File: config.mk
export PLATFORM = sky130hd
export DESIGN_NAME = multiplicador_booth
export DESIGN_NICKNAME = d
export VERILOG_FILES = /design/src/rtl/multiplicador_booth.sv
export SDC_FILE = /design/constraint.sdc
export NUM_CORES = 1
export LEC_CHECK = 0
export BUFFER_PORTS_ARGS = -buffer_cell sky130_fd_sc_hd__buf_2
export CORE_MARGIN = 3
export CORE_UTILIZATION = 30
export CTS_BUF_LIST = sky130_fd_sc_hd__clkbuf_8
export DETAILED_ROUTE_END_ITERATION = 12
export GPL_ROUTABILITY_DRIVEN = 0
export PLACE_DENSITY_LB_ADDON = 0.05
export SYNTH_ARGS = -nofsm -noshare
export SYNTH_HDL_FRONTEND = slang
export SYNTH_SLANG_ARGS = --single-unit
File: constraint.sdc
create_clock -name clk -period 8.2 [get_ports clk]
set_input_delay 0.41 -clock clk [delete_from_list [all_inputs] [get_ports clk]]
set_output_delay 0.41 -clock clk [all_outputs]
set_load 0.005 [all_outputs]
File: src/rtl/multiplicador_booth.sv
// multiplicador_booth: sequential signed Booth multiplier, p = a * x (2*WIDTH-bit product).
// Latency: WIDTH edges after start is accepted (WIDTH/2 with BOOTH_RADIX4_EN), done pulses one cycle.
// Handshake: start accepted only in IDLE; start while busy or on the done edge is ignored.
// Optional macro BOOTH_RADIX4_EN selects the radix-4 (modified Booth) engine; WIDTH must then be even.
module multiplicador_booth #(
  parameter int WIDTH = 4
) (
  input  logic                 clk,
  input  logic                 rst,
  input  logic                 start,
  input  logic [WIDTH-1:0]     a,
  input  logic [WIDTH-1:0]     x,
  output logic                 busy,
  output logic                 done,
  output logic [2*WIDTH-1:0]   p
);

`ifdef BOOTH_RADIX4_EN
  // Two guard bits so that adding or subtracting 2M never overflows the accumulator.
  localparam int AW    = WIDTH + 2;
  localparam int STEPS = WIDTH / 2;
`else
  // One guard bit so that subtracting the most negative M never overflows.
  localparam int AW    = WIDTH + 1;
  localparam int STEPS = WIDTH;
`endif
  localparam int CW = $clog2(STEPS + 1);

  // Reject unusable parameterisations at elaboration.
  if (WIDTH < 2) begin : g_width_too_small
    $error("multiplicador_booth: WIDTH must be >= 2");
  end
`ifdef BOOTH_RADIX4_EN
  if ((WIDTH % 2) != 0) begin : g_width_odd
    $error("multiplicador_booth: radix-4 engine needs an even WIDTH");
  end
`endif

  typedef enum logic {IDLE = 1'b0, RUN = 1'b1} state_t;

  state_t               state_q, state_d;
  logic [AW-1:0]        m_q, m_d;       // sign-extended multiplicand
  logic [AW-1:0]        acc_q, acc_d;   // partial-product accumulator A
  logic [WIDTH-1:0]     q_q, q_d;       // multiplier / low product half Q
  logic                 qm1_q, qm1_d;   // q_-1
  logic [CW-1:0]        cnt_q, cnt_d;   // completed Booth steps
  logic [2*WIDTH-1:0]   p_q, p_d;
  logic                 done_q, done_d;

  logic [AW-1:0]        addend;
  logic [AW-1:0]        sum;
  logic [AW-1:0]        acc_sh;
  logic [WIDTH-1:0]     q_sh;
  logic                 qm1_sh;
  logic                 last_step;

  // One Booth step: pick the recoded addend, accumulate, arithmetic-shift {A, Q, q_-1}.
  always_comb begin
    addend = '0;
`ifdef BOOTH_RADIX4_EN
    case ({q_q[1], q_q[0], qm1_q})
      3'b001, 3'b010: addend = m_q;
      3'b011:         addend = {m_q[AW-2:0], 1'b0};
      3'b100:         addend = -{m_q[AW-2:0], 1'b0};
      3'b101, 3'b110: addend = -m_q;
      default:        addend = '0;
    endcase
    sum = acc_q + addend;
    {acc_sh, q_sh, qm1_sh} = {{2{sum[AW-1]}}, sum, q_q[WIDTH-1:1]};
`else
    case ({q_q[0], qm1_q})
      2'b01:   addend = m_q;
      2'b10:   addend = -m_q;
      default: addend = '0;
    endcase
    sum = acc_q + addend;
    {acc_sh, q_sh, qm1_sh} = {sum[AW-1], sum, q_q};
`endif
    last_step = (cnt_q == CW'(STEPS - 1));
  end

  // Next-state and datapath control for the IDLE/RUN controller.
  always_comb begin
    state_d = state_q;
    m_d     = m_q;
    acc_d   = acc_q;
    q_d     = q_q;
    qm1_d   = qm1_q;
    cnt_d   = cnt_q;
    p_d     = p_q;
    done_d  = 1'b0;
    case (state_q)
      IDLE: begin
        if (start) begin
          m_d     = {{(AW-WIDTH){a[WIDTH-1]}}, a};
          acc_d   = '0;
          q_d     = x;
          qm1_d   = 1'b0;
          cnt_d   = '0;
          state_d = RUN;
        end
      end
      RUN: begin
        acc_d = acc_sh;
        q_d   = q_sh;
        qm1_d = qm1_sh;
        cnt_d = cnt_q + CW'(1);
        if (last_step) begin
          // The shifted value is the product sign-extended; the low 2*WIDTH bits are exact.
          p_d     = {acc_sh[WIDTH-1:0], q_sh};
          done_d  = 1'b1;
          state_d = IDLE;
        end
      end
      default: state_d = IDLE;
    endcase
  end

  // State and datapath registers; reset discards any in-flight operation.
  always_ff @(posedge clk or posedge rst) begin
    if (rst) begin
      state_q <= IDLE;
      m_q     <= '0;
      acc_q   <= '0;
      q_q     <= '0;
      qm1_q   <= 1'b0;
      cnt_q   <= '0;
      p_q     <= '0;
      done_q  <= 1'b0;
    end else begin
      state_q <= state_d;
      m_q     <= m_d;
      acc_q   <= acc_d;
      q_q     <= q_d;
      qm1_q   <= qm1_d;
      cnt_q   <= cnt_d;
      p_q     <= p_d;
      done_q  <= done_d;
    end
  end

  assign busy = (state_q == RUN);
  assign done = done_q;
  assign p    = p_q;

endmodule

==> results.toml, run 1 <==
[status]
status = "finished clean"

[sta]
final.min_clock_period_ns = 2.80
worst_slack_ns = 5.40
final-setup-viol-count = 0
tightest_slew_ns = 1.01
fin_setup_tns_ns = 0
fmax_ghz = 0.358
maxSlewHeadroom_pct = 32.8
rsz0062_at_grt = "false"
clock_skew_ns = 0.00374
min_period_over_period_pct = 34.1
hold_violations = 0
maxSlewViolCount = 0

[worst_setup_path]
reg2reg_depth = 9
worst-path-max-fanout = 8
arrival_ns = 2.96
critPathCapture = "acc_q[3]"
cp.required_ns = 8.36
start_kind = "register"
endpoint_kind = "register"
crit_type = "reg -> reg"
r2r_start = "q_q[0]"
crit_start = "q_q[0]"
r2r-end = "acc_q[3]"
rrSetupSlack_ns = 5.40

[synth]
syn_area_mm2 = 0.00134
synthFlopType = "dfrtp_1"
synthArstFlopShare_pct = 100
yosys_warnings = 0
synthDistinctLibCells = 33
syn_avg_cell_area_um2 = 11.0
synth-seq-cells = 26
synthTopCellsByCount = "dfrtp_1 (26), nand2_1 (16), o21ai_0 (10)"
synth_top_area_share_pct = 48.6
seq_area_frac_synth_pct = 48.6
synthTopCellsByArea = "dfrtp_1 (49%), ha_1 (8.4%), mux2_2 (6.7%)"
syn_nets = 143
syn_inst = 122
synth_most_common_cell = "dfrtp_1"
synth_edf_count = 0
synth_largest_area_cell = "dfrtp_1"

[power_and_ir_drop]
p_leak_nw = 0.763
pwr-share-seq_pct = 39.7
max-vdd-ir-drop_mv = 0.0989
p_total_mw = 0.580
p_sw_share_pct = 36.8
internal_power_mw = 0.366
clkPwrFrac_pct = 18.5
switchingPower_mw = 0.214
power.density_mw_per_mm2 = 373
comb_power_share_pct = 41.7

[detailed_routing]
vias = 921
drt-total-wl_um = 2620
dr.first_iter.drc_count = 21
routedWlPerCell_um = 13.6
ant_nets = 0
drt-vias-per-instance = 4.80
drc_errors = 0
first_pass_iters = 4

[grt]
grt_max_degree = 27
overflow = 0
global_route.usage.total_pct = 10.7
grt_pass1_vias = 951
grt_first_pass_wirelength_um = 4320
antenna_found_initial = 0

[clock_tree]
cts.sinks = 26
cts_htree_levels = 1
clkLatencyLatePin_ns = 0.27
clk_pin_slew_ns = 0.09
cts_tree = "yes"
ctsHoldBuffers = 0
cts_buffer_depth = 2
root_buffer = "clkbuf_8"
cts_setup_buffers = 0
cts_resized = 0
cts_buffers = 3

[die]
core-area_mm2 = 0.00414
io_pins = 21
start_util_pct = 32.3
die_area_mm2 = 0.00530
die_x_um = 72.8
rows = 23
die_y_um = 72.8

[final_layout]
antenna_cells = 0
nets = 164
drive_above_1_share_pct = 24.6
syn_to_final_growth_pct = 16.3

[flow_run]
maxCapViolations = 0

[worst_hold_path]
min_path_type = "in -> reg"
hold_path_depth = 3

[placed_design]
dp_slack_ns = 5.40
port_buffers = 20
dp_hpwl_um = 1970
[placed cells by master (no fill, tap or decap)]
cell type  instances
dfrtp_1           26
buf_2             20
nand2_1           16
o21ai_0           10
inv_1              9
ha_1               9
mux2_2             8
nor2_1             6
mux2i_1            4
xnor2_1            3
clkbuf_8           3
a21o_1             2
a21oi_1            2
nand2b_1           2
nor3_1             2
a22o_1             2
and3_4             1
o21ai_1            1
or3_4              1
nor2b_1            1
a21boi_1           1
a211o_1            1
o211ai_1           1
a31oi_1            1
o22ai_1            1
o31ai_1            1
a32oi_1            1
a22oi_1            1
o21bai_1           1
o2111a_1           1
a2111oi_4          1
a311o_1            1
fa_1               1
bufinv_16          1
[worst min-delay path by stage]
stage          from  endpoint  slack, ns
2_1_floorplan   rst  acc_q[0]       0.45
3_3_place_gp   p[5]      p[5]       0.47
3_5_place_dp   p[5]      p[5]       0.47
4_1_cts        a[0]    m_q[0]       0.33
5_1_grt        a[0]    m_q[0]       0.33
6_report       a[0]    m_q[0]       0.34
[cell families after synthesis]
group	synth area share, %
AOI/OAI and AO/OA	16.0
xor gates and xnor gates	1.96
adders and majority gates	9.92
buffers and inverters	3.74
DFF	48.6
muxes	9.73
and+or+nand+nor	10.0
[state kept, by name, summed over array words and instances (netlist names)]
name	cells
p	8
acc_q	4
m_q	4
q_q	4
cnt_q	3
busy	1
done	1
qm1_q	1
[cell type report]
class | instances | area, um^2
Fill cell | 445 | 2590
Sequential cell | 26 | 651
Multi-Input combinational cell | 83 | 637
Timing Repair Buffer | 20 | 100
Tap cell | 50 | 62.6
Clock buffer | 3 | 41.3
Inverter | 9 | 33.8
Clock inverter | 1 | 30.0
[power groups by stage]
stage	clock network [mW]	registers [mW]	logic, mW
final	0.108	0.230	0.242
after global routing	0.115	0.241	0.276
after CTS	0.111	0.232	0.248
after detailed placement	0	0.235	0.248
after global placement	0	0.234	0.244
after floorplan	0	0.219	0.190
[critical path: stages, from the launching register on]
cell and delay, ns:
dfrtp_1 0.39, inv_1 0.06, ha_1 0.46, nor3_1 0.11, ha_1 0.22, fa_1 0.41, and3_4 0.17, or3_4 0.39
o2111a_1 0.15, a311o_1 0.32
[routing by layer]
layer / share of wire (%) / vias to the layer above / global-route usage (%) / wire length, um
met1: 47 / 440 / 13.4 / 1240
met2: 49 / 12 / 18.2 / 1280
met5: 0 / - / 0 / 0
met4: 0.76 / 0 / 3.69 / 20
li1: - / 467 / - / -
met3: 3.0 / 2 / 2.07 / 79
[per-stage QoR]
| stage | cells | utilization [%] | cell area, um^2 | hold slack, ns |
|---|---|---|---|---|
| 6_report | 192 | 37.5 | 1560 | 0.337 |
| 5_1_grt | 192 | 37.5 | 1560 | 0.333 |
| 4_1_cts | 192 | 37.5 | 1560 | 0.332 |
| 3_5_place_dp | 188 | 35.8 | 1480 | 0.471 |
| 3_3_place_gp | 188 | 35.8 | 1480 | 0.467 |
| 2_1_floorplan | 122 | - | 1340 | 0.450 |
Power figures use the tool's default switching activity.
==> run 2: changes to the inputs <==
--- a/config.mk
+++ b/config.mk
@@ -5,6 +5,7 @@
 export SDC_FILE = /design/constraint.sdc
 export NUM_CORES = 1
 export LEC_CHECK = 0
+export ABC_AREA = 1
 export BUFFER_PORTS_ARGS = -buffer_cell sky130_fd_sc_hd__buf_2
 export CORE_MARGIN = 3
 export CORE_UTILIZATION = 30
==> constraint.sdc (replaced) <==
create_clock -name clk -period 2.47 [get_ports clk]
set_input_delay 0.1235 -clock clk [delete_from_list [all_inputs] [get_ports clk]]
set_output_delay 0.1235 -clock clk [all_outputs]
set_load 0.005 [all_outputs]
==> run 2 against run 1 <==
Compared with the run above: via count rose by 10%; non-clock buffer count is 2 higher; combinational power rose to 3.8 times the previous value; die area fell by 3.8%; sequential power rose to 3.3 times the previous value; largest power group unchanged; synthesized cell count grew 20%; sequential cell count unchanged; setup slack lost 5.1 ns; sequential share of layout area rose by 1.3 points; register-to-register slack worse by 5.1 ns; critical path type unchanged.
==> results.toml, run 2 <==
[die]
start_util_pct = 31.6
die_area_mm2 = 0.00510
core-area_mm2 = 0.00406
io_pins = 21
die_x_um = 71.4
die_y_um = 71.4
rows = 23

[placed_design]
dpl.cell_count = 216
placed_area_mm2 = 0.00144
port_buffers = 20
dp_slack_ns = 0.315
dp_hpwl_um = 2040

[flow_run]
maxCapViolations = 0

[sta]
rsz0062_at_grt = "false"
worst_slack_ns = 0.318
hold_violations = 0
maxSlewViolCount = 0
whs_ns = 0.0579
final-setup-viol-count = 0
final.min_clock_period_ns = 2.15
min_period_over_period_pct = 87.1
maxSlewHeadroom_pct = 67.9
fin_setup_tns_ns = 0
clock_skew_ns = 0.00260
tightest_slew_ns = 0.480
fmax_ghz = 0.465

[worst_setup_path]
reg2reg_depth = 11
crit_start = "q_q[0]"
rrSetupSlack_ns = 0.32
r2r_start = "q_q[0]"
crit_type = "reg -> reg"
critPathCapture = "p[6]"
arrival_ns = 2.32
endpoint_kind = "register"
worst-path-max-fanout = 4
cp.required_ns = 2.64
start_kind = "register"
r2r-end = "p[6]"

[final_layout]
drive_above_1_share_pct = 16.4
final-seq-area_um2 = 651
fin_util_pct = 37.2
fillers = 408
mostFrequentLayoutCells = "nand2_1 (44), dfrtp_1 (26), inv_1 (20), buf_2 (20), o21ai_0 (11)"
antenna_cells = 0
largest_register_ff_count = 8
nets = 193
final_common_cell = "nand2_1"
stdcell_count = 221
final_area_mm2 = 0.00151
multi_input_area_um2 = 543
syn_to_final_growth_pct = 17.6

[worst_hold_path]
min_path_type = "in -> reg"

[synth]
synthFlopType = "dfrtp_1"
synth_most_common_cell = "nand2_1"
syn_area_mm2 = 0.00128
synthDistinctLibCells = 20
syn_inst = 147
synthTopCellsByArea = "dfrtp_1 (51%), nand2_1 (13%), ha_1 (8.8%)"
synth_edf_count = 0
syn_avg_cell_area_um2 = 8.72
yosys_warnings = 0
synth-seq-cells = 26
synthArstFlopShare_pct = 100
synthTopCellsByCount = "nand2_1 (44), dfrtp_1 (26), inv_1 (20)"
synth_largest_area_cell = "dfrtp_1"
synth_top_area_share_pct = 50.7
seq_area_frac_synth_pct = 50.7
syn_nets = 168

[detailed_routing]
drc_errors = 0
dr.first_iter.drc_count = 64
vias = 1017
drt-vias-per-instance = 4.60
routedWlPerCell_um = 12.3
ant_nets = 0
first_pass_iters = 4
drt-total-wl_um = 2730

[clock_tree]
clkLatencyLatePin_ns = 0.27
cts.sinks = 26
cts_htree_levels = 1
cts_tree = "yes"
cts_buffer_depth = 2
clk_pin_slew_ns = 0.09
cts_buffers = 3
root_buffer = "clkbuf_8"

[status]
status = "finished clean"

[grt]
grt_first_pass_wirelength_um = 4860
grt_pass1_vias = 1064
overflow = 0
antenna_found_initial = 0
grt_max_degree = 27
global_route.usage.total_pct = 11.9

[power_and_ir_drop]
max-vdd-ir-drop_mv = 0.328
p_leak_nw = 0.784
p_total_mw = 1.94
power.density_mw_per_mm2 = 1290
run 2: cells by family (layout without fill, tap and decap cells):
kind of cell	Yosys count	after routing	share of synthesized area, %
simple gates	60	60	19.1
compound gates	27	27	12.2
flops	26	26	50.7
buf+inv	23	47	6.93
fa+ha+maj	10	10	10.3
xor+xnor	1	1	0.683
run 2: layout make-up:
class / instances / area share, %
flip-flops and latches: 26 / 43.2
well taps: 50 / 4.15
inverters: 21 / 5.23
clock buffers: 4 / 3.65
repair buffers: 22 / 7.80
multi-input cells: 98 / 36.0
run 2: metal layers:
| layer | global-route usage (%) | wire (um) |
|---|---|---|
| met5 | 0 | 0 |
| met4 | 3.76 | 35 |
| met3 | 2.10 | 70 |
| met2 | 20.2 | 1290 |
| met1 | 15.4 | 1330 |
run 2: where the power goes:
part | switching, mW | total (mW) | leakage (nW) | internal (mW)
Sequential | 0.123 | 0.754 | 0.322 | 0.631
Combinational | 0.536 | 0.908 | 0.433 | 0.372
Clock | 0.137 | 0.279 | 0.0288 | 0.143
Total | 0.796 | 1.94 | 0.784 | 1.15
run 2: critical path: stages (launching register included):
cell	delay [ns]
dfrtp_1	0.36
inv_1	0.07
ha_1	0.35
inv_1	0.10
nand2_1	0.06
a21oi_1	0.16
ha_1	0.30
a21oi_1	0.16
nand2_1	0.07
or2_2	0.29
nand3_1	0.07
nand2_1	0.05
run 2: worst min-delay path by stage:
stage | startpoint | to | depth (start not counted) | slack, ns
after global routing | a[0] | m_q[0] | 3 | 0.05
final | x[1] | q_q[1] | 3 | 0.06
after detailed placement | rst | p[1] | 3 | 0.21
after floorplan | rst | acc_q[0] | 1 | 0.16
after CTS | a[0] | m_q[0] | 3 | 0.05
after global placement | rst | q_q[2] | 3 | 0.20
run 2: what timing repair did:
item,4_1_cts,5_1_grt
setup buffers,0,0
resized for setup,0,0
hold buffers,1,0
endpoints found under the hold margin,26,0
